==> src/rtl/vanilla_decode_queue.sv <==
// Fetch-to-issue decoupling queue for the vanilla core: decodes on enqueue,
// stores instruction/PC/decode bundles in a circular buffer, keeps issue stats.
package vanilla_decode_queue_pkg;
  typedef enum logic [2:0] {eFADD, eFSUB, eFMUL, eFMIN, eFMAX} fpu_float_op_e;

  typedef struct packed {
    logic write_rd;
    logic read_rs1;
    logic read_rs2;
    logic is_load_op;
    logic is_store_op;
    logic is_branch_op;
    logic is_jal_op;
    logic is_jalr_op;
    logic is_imul_op;
    logic is_idiv_op;
    logic is_fp_op;
    logic write_frd;
    logic read_frs1;
    logic read_frs2;
    logic unsupported;
  } decode_s;

  typedef struct packed {
    logic          is_fpu_float_op;
    fpu_float_op_e fpu_float_op;
  } fp_decode_s;
endpackage

module vanilla_decode_queue
  import vanilla_decode_queue_pkg::*;
#(
  parameter int unsigned els_p        = 4,
  parameter int unsigned pc_width_p   = 22,
  parameter int unsigned stat_width_p = 16
) (
  input  logic                           clk_i,
  input  logic                           reset_i,
  input  logic                           v_i,
  input  logic [31:0]                    instr_i,
  input  logic [pc_width_p-1:0]          pc_i,
  output logic                           ready_o,
  input  logic                           flush_i,
  output logic                           v_o,
  output logic [31:0]                    instr_o,
  output logic [pc_width_p-1:0]          pc_o,
  output logic [$bits(decode_s)-1:0]     decode_o,
  output logic [$bits(fp_decode_s)-1:0]  fp_decode_o,
  output logic                           illegal_o,
  input  logic                           yumi_i,
  output logic [$clog2(els_p+1)-1:0]     count_o,
  output logic [stat_width_p-1:0]        issued_count_o,
  output logic                           illegal_seen_o
);

  localparam int unsigned ptr_w_lp = $clog2(els_p);
  localparam int unsigned cnt_w_lp = $clog2(els_p+1);

  logic [31:0]            r_instr [els_p];
  logic [pc_width_p-1:0]  r_pc    [els_p];
  decode_s                r_dec   [els_p];
  fp_decode_s             r_fp    [els_p];
  logic                   r_ill   [els_p];
  logic [ptr_w_lp-1:0]    r_head, r_tail;
  logic [cnt_w_lp-1:0]    r_count;
  logic [stat_width_p-1:0] r_issued;
  logic                   r_ill_seen;

  decode_s    w_dec;
  fp_decode_s w_fp;
  logic       w_illegal, w_enq, w_deq;
  logic [6:0] w_opcode, w_funct7;
  logic [2:0] w_funct3;

  assign w_opcode = instr_i[6:0];
  assign w_funct3 = instr_i[14:12];
  assign w_funct7 = instr_i[31:25];

  // RV32IM + single-precision FP subset decoder; anything else is unsupported
  always_comb begin
    w_dec = '0;
    w_fp  = '0;
    unique case (w_opcode)
      7'b0110111, 7'b0010111: w_dec.write_rd = 1'b1;
      7'b1101111: begin w_dec.write_rd = 1'b1; w_dec.is_jal_op = 1'b1; end
      7'b1100111: begin
        w_dec.write_rd = 1'b1; w_dec.read_rs1 = 1'b1; w_dec.is_jalr_op = 1'b1;
      end
      7'b1100011: begin
        w_dec.read_rs1 = 1'b1; w_dec.read_rs2 = 1'b1; w_dec.is_branch_op = 1'b1;
      end
      7'b0000011: begin
        w_dec.write_rd = 1'b1; w_dec.read_rs1 = 1'b1; w_dec.is_load_op = 1'b1;
      end
      7'b0100011: begin
        w_dec.read_rs1 = 1'b1; w_dec.read_rs2 = 1'b1; w_dec.is_store_op = 1'b1;
      end
      7'b0010011: begin w_dec.write_rd = 1'b1; w_dec.read_rs1 = 1'b1; end
      7'b0110011: begin
        w_dec.write_rd = 1'b1; w_dec.read_rs1 = 1'b1; w_dec.read_rs2 = 1'b1;
        if (w_funct7 == 7'b0000001) begin
          if (w_funct3 == 3'b000)     w_dec.is_imul_op  = 1'b1;
          else if (w_funct3[2])       w_dec.is_idiv_op  = 1'b1;
          else                        w_dec.unsupported = 1'b1;
        end else if (w_funct7 == 7'b0100000) begin
          w_dec.unsupported = !(w_funct3 == 3'b000 || w_funct3 == 3'b101);
        end else if (w_funct7 != 7'b0000000) begin
          w_dec.unsupported = 1'b1;
        end
      end
      7'b1010011: begin
        w_dec.is_fp_op  = 1'b1; w_dec.write_frd = 1'b1;
        w_dec.read_frs1 = 1'b1; w_dec.read_frs2 = 1'b1;
        w_fp.is_fpu_float_op = 1'b1;
        unique case (w_funct7)
          7'b0000000: w_fp.fpu_float_op = eFADD;
          7'b0000100: w_fp.fpu_float_op = eFSUB;
          7'b0001000: w_fp.fpu_float_op = eFMUL;
          7'b0010100: begin
            if (w_funct3 == 3'b000)      w_fp.fpu_float_op = eFMIN;
            else if (w_funct3 == 3'b001) w_fp.fpu_float_op = eFMAX;
            else                         w_dec.unsupported = 1'b1;
          end
          default: w_dec.unsupported = 1'b1;
        endcase
      end
      default: w_dec.unsupported = 1'b1;
    endcase
  end

  assign w_illegal = w_dec.unsupported | (instr_i == 32'h0000_0000) | (instr_i == 32'hFFFF_FFFF);

  assign ready_o = ~reset_i & (r_count < cnt_w_lp'(els_p));
  assign v_o     = (r_count != '0);
  assign w_enq   = v_i & ready_o & ~flush_i;
  assign w_deq   = yumi_i & v_o;

  // Queue storage, pointers and statistics
  always_ff @(posedge clk_i) begin
    if (reset_i) begin
      r_head     <= '0;
      r_tail     <= '0;
      r_count    <= '0;
      r_issued   <= '0;
      r_ill_seen <= 1'b0;
      for (int i = 0; i < int'(els_p); i++) begin
        r_instr[i] <= '0;
        r_pc[i]    <= '0;
        r_dec[i]   <= '0;
        r_fp[i]    <= '0;
        r_ill[i]   <= 1'b0;
      end
    end else begin
      if (w_enq) begin
        r_instr[r_tail] <= instr_i;
        r_pc[r_tail]    <= pc_i;
        r_dec[r_tail]   <= w_dec;
        r_fp[r_tail]    <= w_fp;
        r_ill[r_tail]   <= w_illegal;
        r_tail          <= r_tail + ptr_w_lp'(1);
        if (w_illegal) r_ill_seen <= 1'b1;
      end
      if (flush_i) begin
        r_head  <= r_tail;
        r_count <= '0;
      end else begin
        if (w_deq) r_head <= r_head + ptr_w_lp'(1);
        if (w_enq && !w_deq)      r_count <= r_count + cnt_w_lp'(1);
        else if (!w_enq && w_deq) r_count <= r_count - cnt_w_lp'(1);
      end
      if (w_deq && (r_issued != '1)) r_issued <= r_issued + stat_width_p'(1);
    end
  end

  assign instr_o        = r_instr[r_head];
  assign pc_o           = r_pc[r_head];
  assign decode_o       = r_dec[r_head];
  assign fp_decode_o    = r_fp[r_head];
  assign illegal_o      = r_ill[r_head];
  assign count_o        = r_count;
  assign issued_count_o = r_issued;
  assign illegal_seen_o = r_ill_seen;

  a_no_yumi_when_empty: assert property (@(posedge clk_i) disable iff (reset_i) yumi_i |-> v_o);

endmodule

==> config.mk <==
export PLATFORM = sky130hd
export DESIGN_NAME = vanilla_decode_queue
export DESIGN_NICKNAME = d
export VERILOG_FILES = /design/src/rtl/vanilla_decode_queue.sv
export SDC_FILE = /design/constraint.sdc
export NUM_CORES = 1
export LEC_CHECK = 0
export CORE_MARGIN = 10
export CORE_UTILIZATION = 59
export DETAILED_ROUTE_END_ITERATION = 7
export PLACE_DENSITY = 0.81
export SLEW_MARGIN = 30
export SYNTH_ARGS = -nofsm -noshare
export SYNTH_HDL_FRONTEND = slang
export SYNTH_SLANG_ARGS = --single-unit
==> constraint.sdc <==
create_clock -name clk_i -period 10.8 [get_ports clk_i]
set_input_delay 2.16 -clock clk_i [delete_from_list [all_inputs] [get_ports clk_i]]
set_output_delay 2.16 -clock clk_i [all_outputs]
set_load 0.01 [all_outputs]
After elaboration in Yosys (flattened, before gate mapping):

Memory sizes are Yosys's and may differ from the RTL's. A register that Yosys moved wholly into a read port is not among the register bits.
Index checks and enable logic that the tools add are counted.

* register bits: 24
* input bits: 59
* memories kept: 5
* output and inout port bits: 96
* logic and storage cells: 130
* RAM bits: 296

Memories
* r_instr: words 4, width 32, read ports 1, clocked after Yosys merged registers in 1, write ports 4, line 59 `logic [31:0] r_instr [els_p];`
* r_pc: words 4, width 22, read ports 1, clocked after Yosys merged registers in 1, write ports 4, line 60 `logic [pc_width_p-1:0] r_pc [els_p];`
* r_dec: words 4, width 15, read ports 1, clocked after Yosys merged registers in 1, write ports 4, line 61 `decode_s r_dec [els_p];`
* r_fp: words 4, width 4, read ports 1, clocked after Yosys merged registers in 1, write ports 4, line 62 `fp_decode_s r_fp [els_p];`
* r_ill: words 4, width 1, read ports 1, clocked after Yosys merged registers in 1, write ports 4, line 63 `logic r_ill [els_p];`

* reductions and logical operators: 26
* magnitude comparators: 1
* add/subtract/negate cells: 5
* muxes and demuxes: 61
* bitwise logic cells: 8
* equality and inequality tests: 19

Operators with widths (number)
* $mux 2: 19
* $eq 32x32->1 const B: 1
* $logic_not 32->1: 1
* $mux 32: 1
* $reduce_or 32->1: 1
* $mux 1: 29
* $eq 7x6->1 const B: 4
* $eq 7x7->1 const B: 4
* $mux 22: 1
* $reduce_or 22->1: 1
* $eq 7x5->1 const B: 3
* $add 16x1->16 const B: 1
* $ne 16x16->1 const B: 1
* $mux 15: 1
* $reduce_or 15->1: 1
* $mux 3: 4
* $mux 4: 3
* $pmux 3 s3: 1
* $reduce_or 8->1: 1
* $eq 7x1->1 const B: 1
* $eq 7x2->1 const B: 1
* $eq 7x3->1 const B: 1
* $eq 7x4->1 const B: 1
* $logic_not 7->1: 1
* other kinds (25): 37

Depth between registers and ports, before layout:

* depth in word-level cells: 9
* mapped depth: 13
* depth with buffers taken out: 10

Least setup slack after synthesis:

OpenSTA, ideal clock, no wires.

* path kind: input -> register
* start: input flush_i
* end: memory r_dec[2][0] in the netlist's numbering, enable pin
* arrival: 4901 ps
* stages on the path: 8
* library setup time: 440 ps
* buffers on the path: 3
* setup slack: 5460 ps
* data required time: 10360 ps
* path through: buf_2 > nor3b_4 > nand2b_1 > buf_2 > inv_2 > buf_2 > nand3b_2 > nand2b_1

RTL lines
* start: declaration: line 43 `input logic flush_i,`
* end: declaration: line 61

Worst setup path in the final report:

* start: input reset_i
* end: output ready_o

* word-level cells in the longest chain between the ends: 2

Ends and longest elaborated chain
* start: declaration: line 38 `input logic reset_i,`
* $not 1->1: line 133 `assign ready_o = ~reset_i & (r_count < cnt_w_lp'(els_p));`
* $and 1x1->1: line 133
* end: declaration: line 42 `output logic ready_o,`

No other way between the ends.

==> run summary <==
worst path required time -> 8.64 ns
first-pass GRT wire length -> 46900 µm
Synth warnings -> 0
Worst-Skew Late Latency -> 0.54 ns
area of the mapped netlist -> 13500 µm²
vias after detailed routing -> 7808
port bufs -> 154
Total Routing Usage GR -> 20.6%
leading area contributor after synthesis -> edfxtp_1
CP cell instances -> clkdlybuf4s50_1 -> nor2_1 -> clkdlybuf4s50_1
Post-synth ARST share -> 0%
Seq cells post-synth -> 306
Slew @ Worst Pin -> 0.933 ns
drt initial violations -> 693
worst hold path class -> reg -> reg
Crit. End Element -> primary output
final worst-path cycle share -> 52.1%
total CTS buffers -> 30
core box area -> 22600 µm²
Fin. Hold Viols -> 0
Clock transition at path regs -> 0.06 ns
DP Wirelength -> 18500 µm
status -> completed
PD cells -> 161 nW/µm²
GP Congestion -> 0.835
die width -> 171 µm
synth cell count leaders -> edfxtp_1 (280), and2_1 (211), nor2_1 (93)
num rows -> 55
Post-Syn Area per Cell -> 15.1 µm²
Overall Power -> 2.63 mW
layout cells sized above 1 -> 14.5%
setup_tns -> 0 ns
Synth-to-Final Area Change -> 21.1%
Fill cells -> 1425
slew margin rel. -> 37.7%
Net Count, Synth -> 952
Unique masters post-synth -> 56
CTS tree -> yes
DRT Wirelength -> 29800 µm
Critical-path top delay cell -> clkdlybuf4s50_1
CTS Root Cell -> clkbuf_16
VDD IR max -> 0.182 mV
Clock Path Buffers -> 3
number of max-cap violations -> 0
Tmin final -> 5.63 ns
Post-synth top flop -> edfxtp_1
FMAX -> 0.178 GHz
share of the synthesized area in the top cell type -> 62.4%
Initial Util -> 59.7%
Placement Cell Area -> 15300 µm²
setup bufs post-CTS -> 0
RSZ-0062 raised after global routing -> false
number of remaining DRC errors -> 0
number of synthesized flops with an enable pin -> 280
remaining global-route overflow -> 0
most frequent cell after synthesis -> edfxtp_1
sequential area share after synthesis -> 66.3%
post-cts sizing count -> 0
largest cells by area after synthesis -> edfxtp_1 (62%), mux4_2 (12%), and2_1 (9.8%)
Crit path largest cell delay -> 0.58 ns
H-tree depth -> 1
cell area after layout -> 16300 µm²
Slew Viols, Final -> 0
WP data arrival -> 3.47 ns
number of global-route vias before repair -> 8388
die height -> 171 µm
First-pass DRT Iterations -> 5
Leakage -> 5.75 nW
largest net degree at the start of global routing -> 57
Syn Inst Count -> 890
# IOs -> 155
final net count -> 1089
antenna violations before repair -> 0
die footprint -> 29300 µm²
Setup-failing EPs final -> 0
fin util -> 72.3%
Top cell by count, worst path -> clkdlybuf4s50_1
CP Class -> in -> out
startpoint types -> primary input
WL/cell -> 22.3 µm
CTS sink cnt -> 306
Setup Skew -> 0.00727 ns
peak fanout along the critical path -> 9
DP Worst Slack -> 4.63 ns
Final WS setup -> 5.17 ns
antenna viol nets, final -> 0
Via-to-Cell Ratio -> 5.84
hold_buf cts -> 0
## flip-flops by register name, indices dropped and copies added (netlist names), named ones only
signal,cells
count_o,3
illegal_seen_o,1
issued_count_o,16
r_dec,48
r_fp,12
r_head,2
r_ill,4
r_instr,128
r_pc,88
r_tail,2
## final timing paths
| path | start | endpoint | slack, ns | cells after the start |
|---|---|---|---|---|
| worst max-delay path | reset_i | ready_o | 5.17 | 3 |
| worst min-delay path | illegal_seen_o | illegal_seen_o | 0.51 | 2 |
| worst min register to register | illegal_seen_o | illegal_seen_o | 0.51 | 2 |
| worst max register to register | count_o[2] | r_instr[2][28] | 7.29 | 7 |
## through the flow
stage	hold WS, ns	instances
global placement	0.472	1274
finish	0.506	1337
global route	0.549	1336
detailed placement	0.498	1280
CTS	0.510	1336
floorplan	0.496	890
## layout by cell type (no fill, tap or decap), types with 4 or more instances in the layout
cell type | Yosys | final
xor2_1 | 16 | 16
nor3_1 | 11 | 11
clkbuf_16 | 0 | 31
nand2_1 | 13 | 13
nor2_1 | 93 | 93
o21ai_0 | 9 | 9
and2_1 | 211 | 211
inv_1 | 9 | 9
and3_1 | 4 | 4
clkinv_2 | 0 | 6
dfxtp_1 | 26 | 24
and2_2 | 4 | 4
nand4_1 | 7 | 7
buf_4 | 4 | 6
clkbuf_1 | 42 | 10
clkdlybuf4s50_1 | 0 | 154
mux4_2 | 70 | 70
edfxtp_1 | 280 | 280
or3_1 | 7 | 7
nand3_1 | 10 | 10
xnor2_1 | 6 | 6
## final cells by class
class | instances | area [µm²] | share of cell area, %
diodes | 1 | 2.50 | 0.0153
clock inverters | 12 | 116 | 0.713
multi-input cells | 511 | 4280 | 26.3
repair buffers | 167 | 1720 | 10.6
flip-flops and latches | 306 | 8940 | 54.8
well taps | 285 | 357 | 2.19
clock buffers | 44 | 855 | 5.24
inverters | 11 | 42.5 | 0.261
## critical path, delay by kind of cell
kind / cells / cell delay [ns]
buffers and inverters: 2 / 1.14
and+or+nand+nor: 1 / 0.17
## per-layer routing
metal | track usage (%) | wire [µm] | up-vias
li1 | - | - | 3540
met1 | 26.5 | 12000 | 3949
met2 | 34.8 | 14900 | 282
met3 | 4.86 | 2320 | 37
met4 | 5.10 | 533 | 0
met5 | 0 | 0 | -
## report_power, final
group          internal (mW)  switching [mW]  total [mW]
logic                  0.128           0.118       0.246
registers               1.35          0.0226        1.37
clock network          0.595           0.422        1.02
total                   2.07           0.563        2.63
## logic make-up after synthesis
family / after synthesis / share of synthesized area, %
and+or+nand+nor: 387 / 16.4
buffers and inverters: 73 / 2.28
muxes: 73 / 11.9
AOI/OAI and AO/OA: 26 / 1.36
xor gates and xnor gates: 22 / 1.43
adders and majority gates: 3 / 0.334
DFF: 306 / 66.3
(Power assumes the default switching activity.)
